==> config.mk <==
export PLATFORM = sky130hd
export DESIGN_NAME = vga_timing_gen_flat
export DESIGN_NICKNAME = d
export VERILOG_FILES = /design/src/rtl/vga_timing_pkg.sv /design/src/rtl/vga_timing_if.sv /design/src/rtl/vga_axis_counter.sv /design/src/rtl/vga_timing_gen.sv /design/src/flat_wrapper.sv
export SDC_FILE = /design/constraint.sdc
export NUM_CORES = 1
export LEC_CHECK = 0
export BUFFER_PORTS_ARGS = -buffer_cell sky130_fd_sc_hd__buf_2
export CORE_MARGIN = 8
export CORE_UTILIZATION = 30
export DETAILED_ROUTE_END_ITERATION = 6
export PLACE_DENSITY = 0.6
export SYNTH_ARGS = -nofsm -noshare
export SYNTH_HDL_FRONTEND = slang
export SYNTH_SLANG_ARGS = --single-unit
==> constraint.sdc <==
create_clock -name vga_clk -period 2.4 [get_ports vga_clk]
set_input_delay 0.24 -clock vga_clk [delete_from_list [all_inputs] [get_ports vga_clk]]
set_output_delay 0.24 -clock vga_clk [all_outputs]
set_load 0.005 [all_outputs]
==> src/rtl/vga_timing_pkg.sv <==
// Shared VGA timing constants (640x480@60 defaults) and small decode helpers
// used by the timing generator and the downstream draw stages.
package vga_timing_pkg;

    localparam int COORD_W = 10;
    typedef logic [COORD_W-1:0] coord_t;

    localparam int H_VISIBLE_DEF = 640;
    localparam int H_FRONT_DEF   = 16;
    localparam int H_SYNC_DEF    = 96;
    localparam int H_BACK_DEF    = 48;
    localparam int H_TOTAL_DEF   = H_VISIBLE_DEF + H_FRONT_DEF + H_SYNC_DEF + H_BACK_DEF;

    localparam int V_VISIBLE_DEF = 480;
    localparam int V_FRONT_DEF   = 10;
    localparam int V_SYNC_DEF    = 2;
    localparam int V_BACK_DEF    = 33;
    localparam int V_TOTAL_DEF   = V_VISIBLE_DEF + V_FRONT_DEF + V_SYNC_DEF + V_BACK_DEF;

    localparam int HS_START_DEF  = H_VISIBLE_DEF + H_FRONT_DEF;
    localparam int HS_END_DEF    = HS_START_DEF + H_SYNC_DEF;
    localparam int VS_START_DEF  = V_VISIBLE_DEF + V_FRONT_DEF;
    localparam int VS_END_DEF    = VS_START_DEF + V_SYNC_DEF;

    // Compare in 32-bit so an end bound equal to 1024 still works.
    function automatic logic in_window(coord_t value, int lo, int hi);
        return (int'(value) >= lo) && (int'(value) < hi);
    endfunction

    function automatic logic sync_level(logic in_pulse, logic active_level);
        return in_pulse ? active_level : ~active_level;
    endfunction

endpackage

==> src/rtl/vga_timing_if.sv <==
// Bundle of timing outputs handed from the timing generator to the draw stages.
interface vga_timing_if
    import vga_timing_pkg::*;
#(
    parameter int FCNT_W = 8
);
    logic              hs;
    logic              vs;
    logic              blank;
    coord_t            DrawX;
    coord_t            DrawY;
    logic              frame_start;
    logic [FCNT_W-1:0] frame_count;

    modport master (
        output hs, vs, blank, DrawX, DrawY, frame_start, frame_count
    );

    modport slave (
        input hs, vs, blank, DrawX, DrawY, frame_start, frame_count
    );
endinterface

==> src/rtl/vga_axis_counter.sv <==
// One raster axis: counts 0..MAX-1 while enabled and flags the wrapping clock.
// count_next exposes the value the counter takes at the next edge.
module vga_axis_counter
    import vga_timing_pkg::*;
#(
    parameter int MAX = 800
)(
    input  logic   clk,
    input  logic   rst_n,
    input  logic   enable,
    output coord_t count,
    output coord_t count_next,
    output logic   wrap
);

    if (MAX > 1024 || MAX < 1) begin : g_bad_max
        $error("vga_axis_counter: MAX must lie in 1..1024");
    end

    localparam coord_t LAST = coord_t'(MAX - 1);

    coord_t count_q;
    coord_t count_d;
    logic   at_last;

    always_comb begin
        at_last = (count_q == LAST);
        wrap    = enable && at_last;
        count_d = count_q;
        if (enable) begin
            count_d = at_last ? '0 : count_q + coord_t'(1);
        end
    end

    always_ff @(posedge clk or negedge rst_n) begin
        if (!rst_n) begin
            count_q <= '0;
        end else begin
            count_q <= count_d;
        end
    end

    assign count      = count_q;
    assign count_next = count_d;

endmodule

==> src/rtl/vga_timing_gen.sv <==
// VGA raster timing source: two axis counters plus registered sync/blank/frame flags,
// decoded from next-state coordinates so flags line up with DrawX/DrawY.
module vga_timing_gen
    import vga_timing_pkg::*;
#(
    parameter int   H_VISIBLE   = H_VISIBLE_DEF,
    parameter int   H_FRONT     = H_FRONT_DEF,
    parameter int   H_SYNC      = H_SYNC_DEF,
    parameter int   H_BACK      = H_BACK_DEF,
    parameter int   V_VISIBLE   = V_VISIBLE_DEF,
    parameter int   V_FRONT     = V_FRONT_DEF,
    parameter int   V_SYNC      = V_SYNC_DEF,
    parameter int   V_BACK      = V_BACK_DEF,
    parameter logic SYNC_ACTIVE = 1'b0,
    parameter int   FCNT_W      = 8
)(
    input  logic            vga_clk,
    input  logic            reset_n,
    vga_timing_if.master    vga
);

    localparam int H_TOTAL  = H_VISIBLE + H_FRONT + H_SYNC + H_BACK;
    localparam int V_TOTAL  = V_VISIBLE + V_FRONT + V_SYNC + V_BACK;
    localparam int HS_START = H_VISIBLE + H_FRONT;
    localparam int HS_END   = HS_START + H_SYNC;
    localparam int VS_START = V_VISIBLE + V_FRONT;
    localparam int VS_END   = VS_START + V_SYNC;

    coord_t x_count, x_next;
    coord_t y_count, y_next;
    logic   h_wrap, v_wrap;

    vga_axis_counter #(.MAX(H_TOTAL)) u_h_counter (
        .clk        (vga_clk),
        .rst_n      (reset_n),
        .enable     (1'b1),
        .count      (x_count),
        .count_next (x_next),
        .wrap       (h_wrap)
    );

    vga_axis_counter #(.MAX(V_TOTAL)) u_v_counter (
        .clk        (vga_clk),
        .rst_n      (reset_n),
        .enable     (h_wrap),
        .count      (y_count),
        .count_next (y_next),
        .wrap       (v_wrap)
    );

    logic              hs_q, hs_d;
    logic              vs_q, vs_d;
    logic              blank_q, blank_d;
    logic              frame_start_q, frame_start_d;
    logic [FCNT_W-1:0] frame_count_q, frame_count_d;

    // Only a full raster wrap counts as a frame, so the partial frame after reset is ignored.
    always_comb begin
        hs_d          = sync_level(in_window(x_next, HS_START, HS_END), SYNC_ACTIVE);
        vs_d          = sync_level(in_window(y_next, VS_START, VS_END), SYNC_ACTIVE);
        blank_d       = in_window(x_next, 0, H_VISIBLE) && in_window(y_next, 0, V_VISIBLE);
        frame_start_d = h_wrap && v_wrap;
        frame_count_d = frame_count_q;
        if (frame_start_d) begin
            frame_count_d = frame_count_q + FCNT_W'(1);
        end
    end

    always_ff @(posedge vga_clk or negedge reset_n) begin
        if (!reset_n) begin
            hs_q          <= ~SYNC_ACTIVE;
            vs_q          <= ~SYNC_ACTIVE;
            blank_q       <= 1'b0;
            frame_start_q <= 1'b0;
            frame_count_q <= '0;
        end else begin
            hs_q          <= hs_d;
            vs_q          <= vs_d;
            blank_q       <= blank_d;
            frame_start_q <= frame_start_d;
            frame_count_q <= frame_count_d;
        end
    end

    assign vga.hs          = hs_q;
    assign vga.vs          = vs_q;
    assign vga.blank       = blank_q;
    assign vga.DrawX       = x_count;
    assign vga.DrawY       = y_count;
    assign vga.frame_start = frame_start_q;
    assign vga.frame_count = frame_count_q;

endmodule
==> src/flat_wrapper.sv <==
// flat-port wrapper written by rule: the top's interface ports become plain ports
module vga_timing_gen_flat import vga_timing_pkg::*;
#(
    parameter int   H_VISIBLE   = H_VISIBLE_DEF,
    parameter int   H_FRONT     = H_FRONT_DEF,
    parameter int   H_SYNC      = H_SYNC_DEF,
    parameter int   H_BACK      = H_BACK_DEF,
    parameter int   V_VISIBLE   = V_VISIBLE_DEF,
    parameter int   V_FRONT     = V_FRONT_DEF,
    parameter int   V_SYNC      = V_SYNC_DEF,
    parameter int   V_BACK      = V_BACK_DEF,
    parameter logic SYNC_ACTIVE = 1'b0,
    parameter int   FCNT_W      = 8
)
  (vga_clk, reset_n, vga_hs, vga_vs, vga_blank, vga_DrawX, vga_DrawY, vga_frame_start, vga_frame_count);
  vga_timing_if #(.FCNT_W(FCNT_W)) vga_i ();
  input  logic vga_clk;
  input  logic reset_n;
  output wire logic [$bits(vga_i.hs)-1:0] vga_hs;
  output wire logic [$bits(vga_i.vs)-1:0] vga_vs;
  output wire logic [$bits(vga_i.blank)-1:0] vga_blank;
  output wire logic [$bits(vga_i.DrawX)-1:0] vga_DrawX;
  output wire logic [$bits(vga_i.DrawY)-1:0] vga_DrawY;
  output wire logic [$bits(vga_i.frame_start)-1:0] vga_frame_start;
  output wire logic [$bits(vga_i.frame_count)-1:0] vga_frame_count;
  assign vga_hs = vga_i.hs;
  assign vga_vs = vga_i.vs;
  assign vga_blank = vga_i.blank;
  assign vga_DrawX = vga_i.DrawX;
  assign vga_DrawY = vga_i.DrawY;
  assign vga_frame_start = vga_i.frame_start;
  assign vga_frame_count = vga_i.frame_count;
  vga_timing_gen #(.H_VISIBLE(H_VISIBLE), .H_FRONT(H_FRONT), .H_SYNC(H_SYNC), .H_BACK(H_BACK), .V_VISIBLE(V_VISIBLE), .V_FRONT(V_FRONT), .V_SYNC(V_SYNC), .V_BACK(V_BACK), .SYNC_ACTIVE(SYNC_ACTIVE), .FCNT_W(FCNT_W)) u_core (.vga_clk(vga_clk), .reset_n(reset_n), .vga(vga_i));
endmodule
# Word level (Yosys, flattened, before mapping)
# Index checks and enable logic that the tools add are counted.
classes:
  bitwise_logic: 0
  add_sub_neg: 3
  n_mul: 0
  eq_ne: 2
  n_lt_le_gt_ge: 6
  muxes: 5
  n_shift: 0
  n_div: 0
  n_reduce_logical: 5
ops:
  columns: ["op", "count"]
  rows:
  - ["two-way mux 10 bit", 3]
  - ["adder 10 x 1 -> 10 bit (second input constant)", 2]
  - ["== test 10 bit (second input constant)", 2]
  - ["< comparator 10 bit (second input constant)", 2]
  - ["< comparator 10 x 9 -> 1 bit (second input constant)", 2]
  - [">= comparator 10 bit (second input constant)", 1]
  - [">= comparator 10 x 9 -> 1 bit (second input constant)", 1]
  - ["adder 8 x 1 -> 8 bit (second input constant)", 1]
  - ["logical AND 1 bit", 5]
  - ["two-way mux 1 bit", 2]
totals:
  latch_bits: 0
  rom_bits: 0
  elab_cells: 28
  inputBits: 2
  n_memories: 0
  register_bits: 32
  ramBits: 0

# Longest topological paths before layout
logic_depth:
  ltp_word: 6
  depth_mapped: 8

# By module
# From an unflattened synthesis, not the netlist that was laid out.
hier_totals:
  hier_cells: 143
  area_unflattened_um2: 1579.0
by_module_without_submodules:
  columns: ["module", "area_per_inst_um2", "cells_each", "instances", "seq_area_each_um2"]
  rows:
  - ["vga_axis_counter at u_core.u_v_counter", 543.0, 53, 1, 250.2]
  - ["vga_axis_counter at u_core.u_h_counter", 519.2, 46, 1, 250.2]
  - ["vga_timing_gen", 516.7, 44, 1, 302.8]

# Worst setup path before layout
# Ideal clock, no wire load.
synth_timing:
  path_type: "register to register"
  from: "register u_core.u_h_counter.count_q[0] (netlist: u_core.u_h_counter.count[0])"
  to: "register u_core.hs_q (netlist: u_core.vga.hs)"
  stages_incl_launch_ff: 8
  t_arrival_ns: 1.721
  setup_slack_ns: 0.591
  n_path_buf: 1
  cell_sequence: "dfrtp_1 ha_1 and4_1 buf_6 a21oi_1 nor4b_2 o31ai_1 or3_1"
synth_via:
  elab_chain_len: 5
  elab_cells_between_ends: 7
synth_rtl:
  columns: ["item", "line_no", "rtl"]
  rows:
  - ["from (decl)", "vga_axis_counter.sv:22", "coord_t count_q;"]
  - ["from (signal assigned)", "vga_axis_counter.sv:39", "count_q <= count_d;"]
  - ["adder 10 x 1 -> 10 bit / == test 10 bit (equally long branches)", "vga_axis_counter.sv:31, vga_axis_counter.sv:27", null]
  - ["two-way mux 10 bit *", "vga_axis_counter.sv:31", "count_d = at_last ? '0 : count_q + coord_t'(1);"]
  - [">= comparator 10 bit / < comparator 10 bit (equally long branches)", "vga_timing_pkg.sv:27", "return (int'(value) >= lo) && (int'(value) < hi);"]
  - ["logical AND 1 bit *", "vga_timing_pkg.sv:27", null]
  - ["two-way mux 1 bit *", "vga_timing_pkg.sv:31", "return in_pulse ? active_level : ~active_level;"]
  - ["net u_core.hs_d", "vga_timing_gen.sv:51", "logic hs_q, hs_d;"]
  - ["to (signal assigned)", "vga_timing_gen.sv:71", "hs_q <= ~SYNC_ACTIVE;"]
  - ["to (signal assigned)", "vga_timing_gen.sv:77", "hs_q <= hs_d;"]
  - ["to (decl)", "vga_timing_gen.sv:51", null]
# Mark *: on every way through the listed nets, which the timed path passes. The rest lies on a longest branch.
# A chain may end at the register's enable or synchronous reset.

# Worst setup path in the final report
layout_timing:
  from: "register u_core.u_h_counter.count_q[0] (netlist: u_core.u_h_counter.count[0])"
  to: "register u_core.vs_q (netlist: u_core.vga.vs)"
layout_via:
  elab_chain_len: 5
  elab_cells_between_ends: 6
layout_rtl:
  columns: ["item", "line_no", "rtl"]
  rows:
  - ["== test 10 bit *", "vga_axis_counter.sv:27", "at_last = (count_q == LAST);"]
  - ["two-way mux 10 bit *", "vga_axis_counter.sv:30", "if (enable) begin"]
  - [">= comparator 10 x 9 -> 1 bit / < comparator 10 x 9 -> 1 bit (equally long branches)", "vga_timing_pkg.sv:27", null]
  - ["logical AND 1 bit *", "vga_timing_pkg.sv:27", null]
  - ["two-way mux 1 bit *", "vga_timing_pkg.sv:31", null]
  - ["net u_core.vs_d", "vga_timing_gen.sv:52", "logic vs_q, vs_d;"]
  - ["to (signal assigned)", "vga_timing_gen.sv:72", "vs_q <= ~SYNC_ACTIVE;"]
  - ["to (signal assigned)", "vga_timing_gen.sv:78", "vs_q <= vs_d;"]
  - ["to (decl)", "vga_timing_gen.sv:52", null]
# Marks and branches as above.

==> results.py <==
metrics = {
    "critical_path": {
        "r2r_setup_slack_ps": 370,
        "required_ps": 2590,
        "cp-start-kind": "flop",
        "endpoint": "u_core.vga.vs",
        "path_class": "reg2reg",
        "rr_worst_depth": 7,
        "crit_path_end_kind": "flop",
        "worstPathMaxFanout": 8,
        "worstReg2RegEnd": "u_core.vga.vs",
        "arrival_ps": 2220,
        "cp-startpoint": "u_core.u_h_counter.count[0]",
        "r2r_start": "u_core.u_h_counter.count[0]",
    },
    "run": {
        "maxCapViolations": 0,
    },
    "die": {
        "num_rows": 28,
        "die_w_um": 93.3,
        "core_area_um2": 5850,
        "io_pins": 34,
        "die_area_um2": 8710,
        "start_util_pct": 30.6,
        "die_h_um": 93.3,
    },
    "drt": {
        "initialDrtViolationCount": 103,
        "dr.pass1.iters": 4,
        "detail-route-antenna-nets": 0,
        "vias": 1396,
        "wl_per_cell_um": 13.8,
        "via_per_inst": 4.90,
        "routed_wl_mm": 3.94,
        "drcViolationCount": 0,
    },
    "yosys": {
        "netlist_area_um2": 1790,
        "synth_cells": 171,
        "seq_area_frac_synth_pct": 44.8,
        "synth_cell_type_count": 45,
        "synth.area.top_cells": "dfrtp_1 (42%), xnor2_1 (6.4%), xor2_1 (3.9%)",
        "synth_top_area_share_pct": 41.9,
        "synth-seq-cells": 32,
        "syn_avg_cell_area_um2": 10.5,
        "syn-num-nets": 178,
        "synth_top_area_cell": "dfrtp_1",
        "ys_warn_count": 0,
    },
    "cts": {
        "postCtsHoldBufs": 0,
        "clk_pin_slew_ps": 70,
        "cts_tree": "done",
        "h-tree-depth": 2,
        "cts_root_buf": "clkbuf_8",
        "clock-sinks": 32,
        "cts_resized": 0,
        "cts_setup_buffers": 0,
        "cts-buffers-inserted": 5,
        "clock_path_buffers": 2,
        "clk_latency_ps": 280,
    },
    "global_route": {
        "grt_pass1_wl_mm": 6.75,
        "overflow": 0,
        "antenna_found_initial": 0,
        "grt_max_degree": 33,
        "grt_pass1_vias": 1364,
        "grtUsageTotal_pct": 9.64,
    },
    "finish": {
        "final_layout_size_suffix_gt1_share_pct": 30.0,
        "fillCellCount": 598,
        "nets": 216,
        "antennaDiodeCount": 0,
        "final_area_um2": 2150,
        "syn_to_final_growth_pct": 19.7,
    },
    "timing": {
        "tightestPinTransition_ps": 727,
        "setup_viol": 0,
        "fmax_mhz": 492,
        "min_period_ps": 2030,
        "fin_setup_tns_ps": 0,
        "final_max_slew_viol_count": 0,
        "hold_viol_final": 0,
        "timing.final.ws_setup_ps": 368,
        "period_share_pct": 84.7,
        "relSlewSlack_pct": 51.5,
        "rsz0062_at_grt": "no",
        "skew_ps": 7.39,
    },
    "power": {
        "ir_worst_vdd_uv": 167,
        "power_density_nw_per_um2": 494,
        "leakage_nw": 1.02,
        "power_mw": 1.06,
    },
    "placed_design": {
        "place_hpwl_mm": 2.95,
        "routabilityCongestion": 0.766,
        "dpl-instance-area_um2": 2040,
        "dp_slack_ps": 386,
        "portBuffers": 33,
    },
    "worst_hold_path": {
        "hp-class": "in2async",
    },
    "run_status": {
        "outcome": "finished clean",
    },
}
-- how the worst min path moves through the flow --
stage / endpoint / cells after the start
after floorplan: u_core.u_h_counter.count[0] / 0
after global placement: u_core.vga.frame_count[4] / 1
after detailed placement: u_core.vga.frame_count[4] / 1
after CTS: u_core.vga.frame_count[4] / 1
after global routing: u_core.vga.frame_count[4] / 1
final: u_core.vga.frame_count[4] / 1
-- cells in the mapped netlist (all sizes together) --
library cell / instances
dfrtp: 30
nor2: 18
nand2: 16
nand3: 13
xnor2: 13
nand4: 11
xor2: 8
o21ai: 7
inv: 6
ha: 5
a21oi: 4
buf: 4
and3: 3
nor3: 3
nor4b: 3
and4: 2
dfstp: 2
nand4b: 2
o31ai: 2
or2: 2
a211oi: 1
a21boi: 1
a21o: 1
a22oi: 1
a31oi: 1
and2: 1
and3b: 1
and4b: 1
clkbuf: 1
mux2: 1
nand2b: 1
nand3b: 1
nor2b: 1
nor4: 1
o211ai: 1
or3: 1
or4: 1
-- stage by stage --
stage / hold WS, ps / instances / util (%)
after floorplan: -55.6 / 171 / -
after CTS: 34.6 / 285 / 36.7
final: 9.70 / 285 / 36.7
after global placement: 345 / 277 / 34.8
after global routing: 68.0 / 285 / 36.7
after detailed placement: 349 / 277 / 34.8
-- placed cells by master, fill, tap and decap left out, types with 2 or more instances in the layout --
cell type and count:
dfstp_2 2, o31ai_1 2, nor4b_2 2, buf_2 33, nand4_1 10, clkbuf_8 5
nand3_1 11, and4_1 2, buf_4 3, dfrtp_1 30, nor3_1 2, inv_1 6
o21ai_0 7, and3_1 3, nor2_1 16, nand3_4 2, ha_1 5, nand2_1 16
or2_2 2, a21oi_1 4, xor2_1 8, nand4b_1 2, xnor2_1 13
-- worst max-delay path: stages, from the launching register on --
cell      delay, ps
dfrtp_1         420
ha_1            250
and4_1          310
and3_1          370
nand3_1         110
a21o_1          190
a21oi_1         170
nand4b_1        140
-- metal layers --
| layer | wire length [um] | GRT usage [%] |
|---|---|---|
| met1 | 1790 | 11.9 |
| met2 | 1840 | 14.9 |
| met3 | 272 | 4.01 |
| met4 | 32 | 3.09 |
| met5 | 0 | 0 |
-- cells by family (layout without fill, tap and decap cells) --
logic type / count (synthesis) / after routing / share of synthesized area, %
AOI/OAI and AO/OA: 19 / 19 / 6.35
buffers and inverters: 11 / 50 / 3.42
muxes: 1 / 1 / 0.628
and+or+nand+nor: 82 / 82 / 31.1
adders and majority gates: 5 / 5 / 3.49
xor gates and xnor gates: 21 / 21 / 10.3
DFF: 32 / 32 / 44.8
-- state kept, by name (all words and copies together), names as in the netlist --
| signal | count |
|---|---|
| u_core.u_h_counter.count | 10 |
| u_core.u_v_counter.count | 10 |
| u_core.vga.frame_count | 8 |
| u_core.vga.blank | 1 |
| u_core.vga.frame_start | 1 |
| u_core.vga.hs | 1 |
| u_core.vga.vs | 1 |
-- where the power goes --
part | leakage, nW | switching, mW | internal (mW)
combinational | 0.543 | 0.0103 | 0.000585
sequential | 0.421 | 0 | 0.539
clock | 0.0541 | 0.204 | 0.307
total | 1.02 | 0.215 | 0.847
-- cell type report --
cell class | count | area, um^2 | share of cell area [%]
tap | 75 | 93.8 | 4.37
inverter | 6 | 22.5 | 1.05
clock inverter | 3 | 42.5 | 1.98
timing repair buffer | 36 | 188 | 8.74
clock buffer | 5 | 68.8 | 3.21
multi-input combinational | 128 | 928 | 43.2
sequential | 32 | 803 | 37.4
Power figures use the tool's default switching activity.
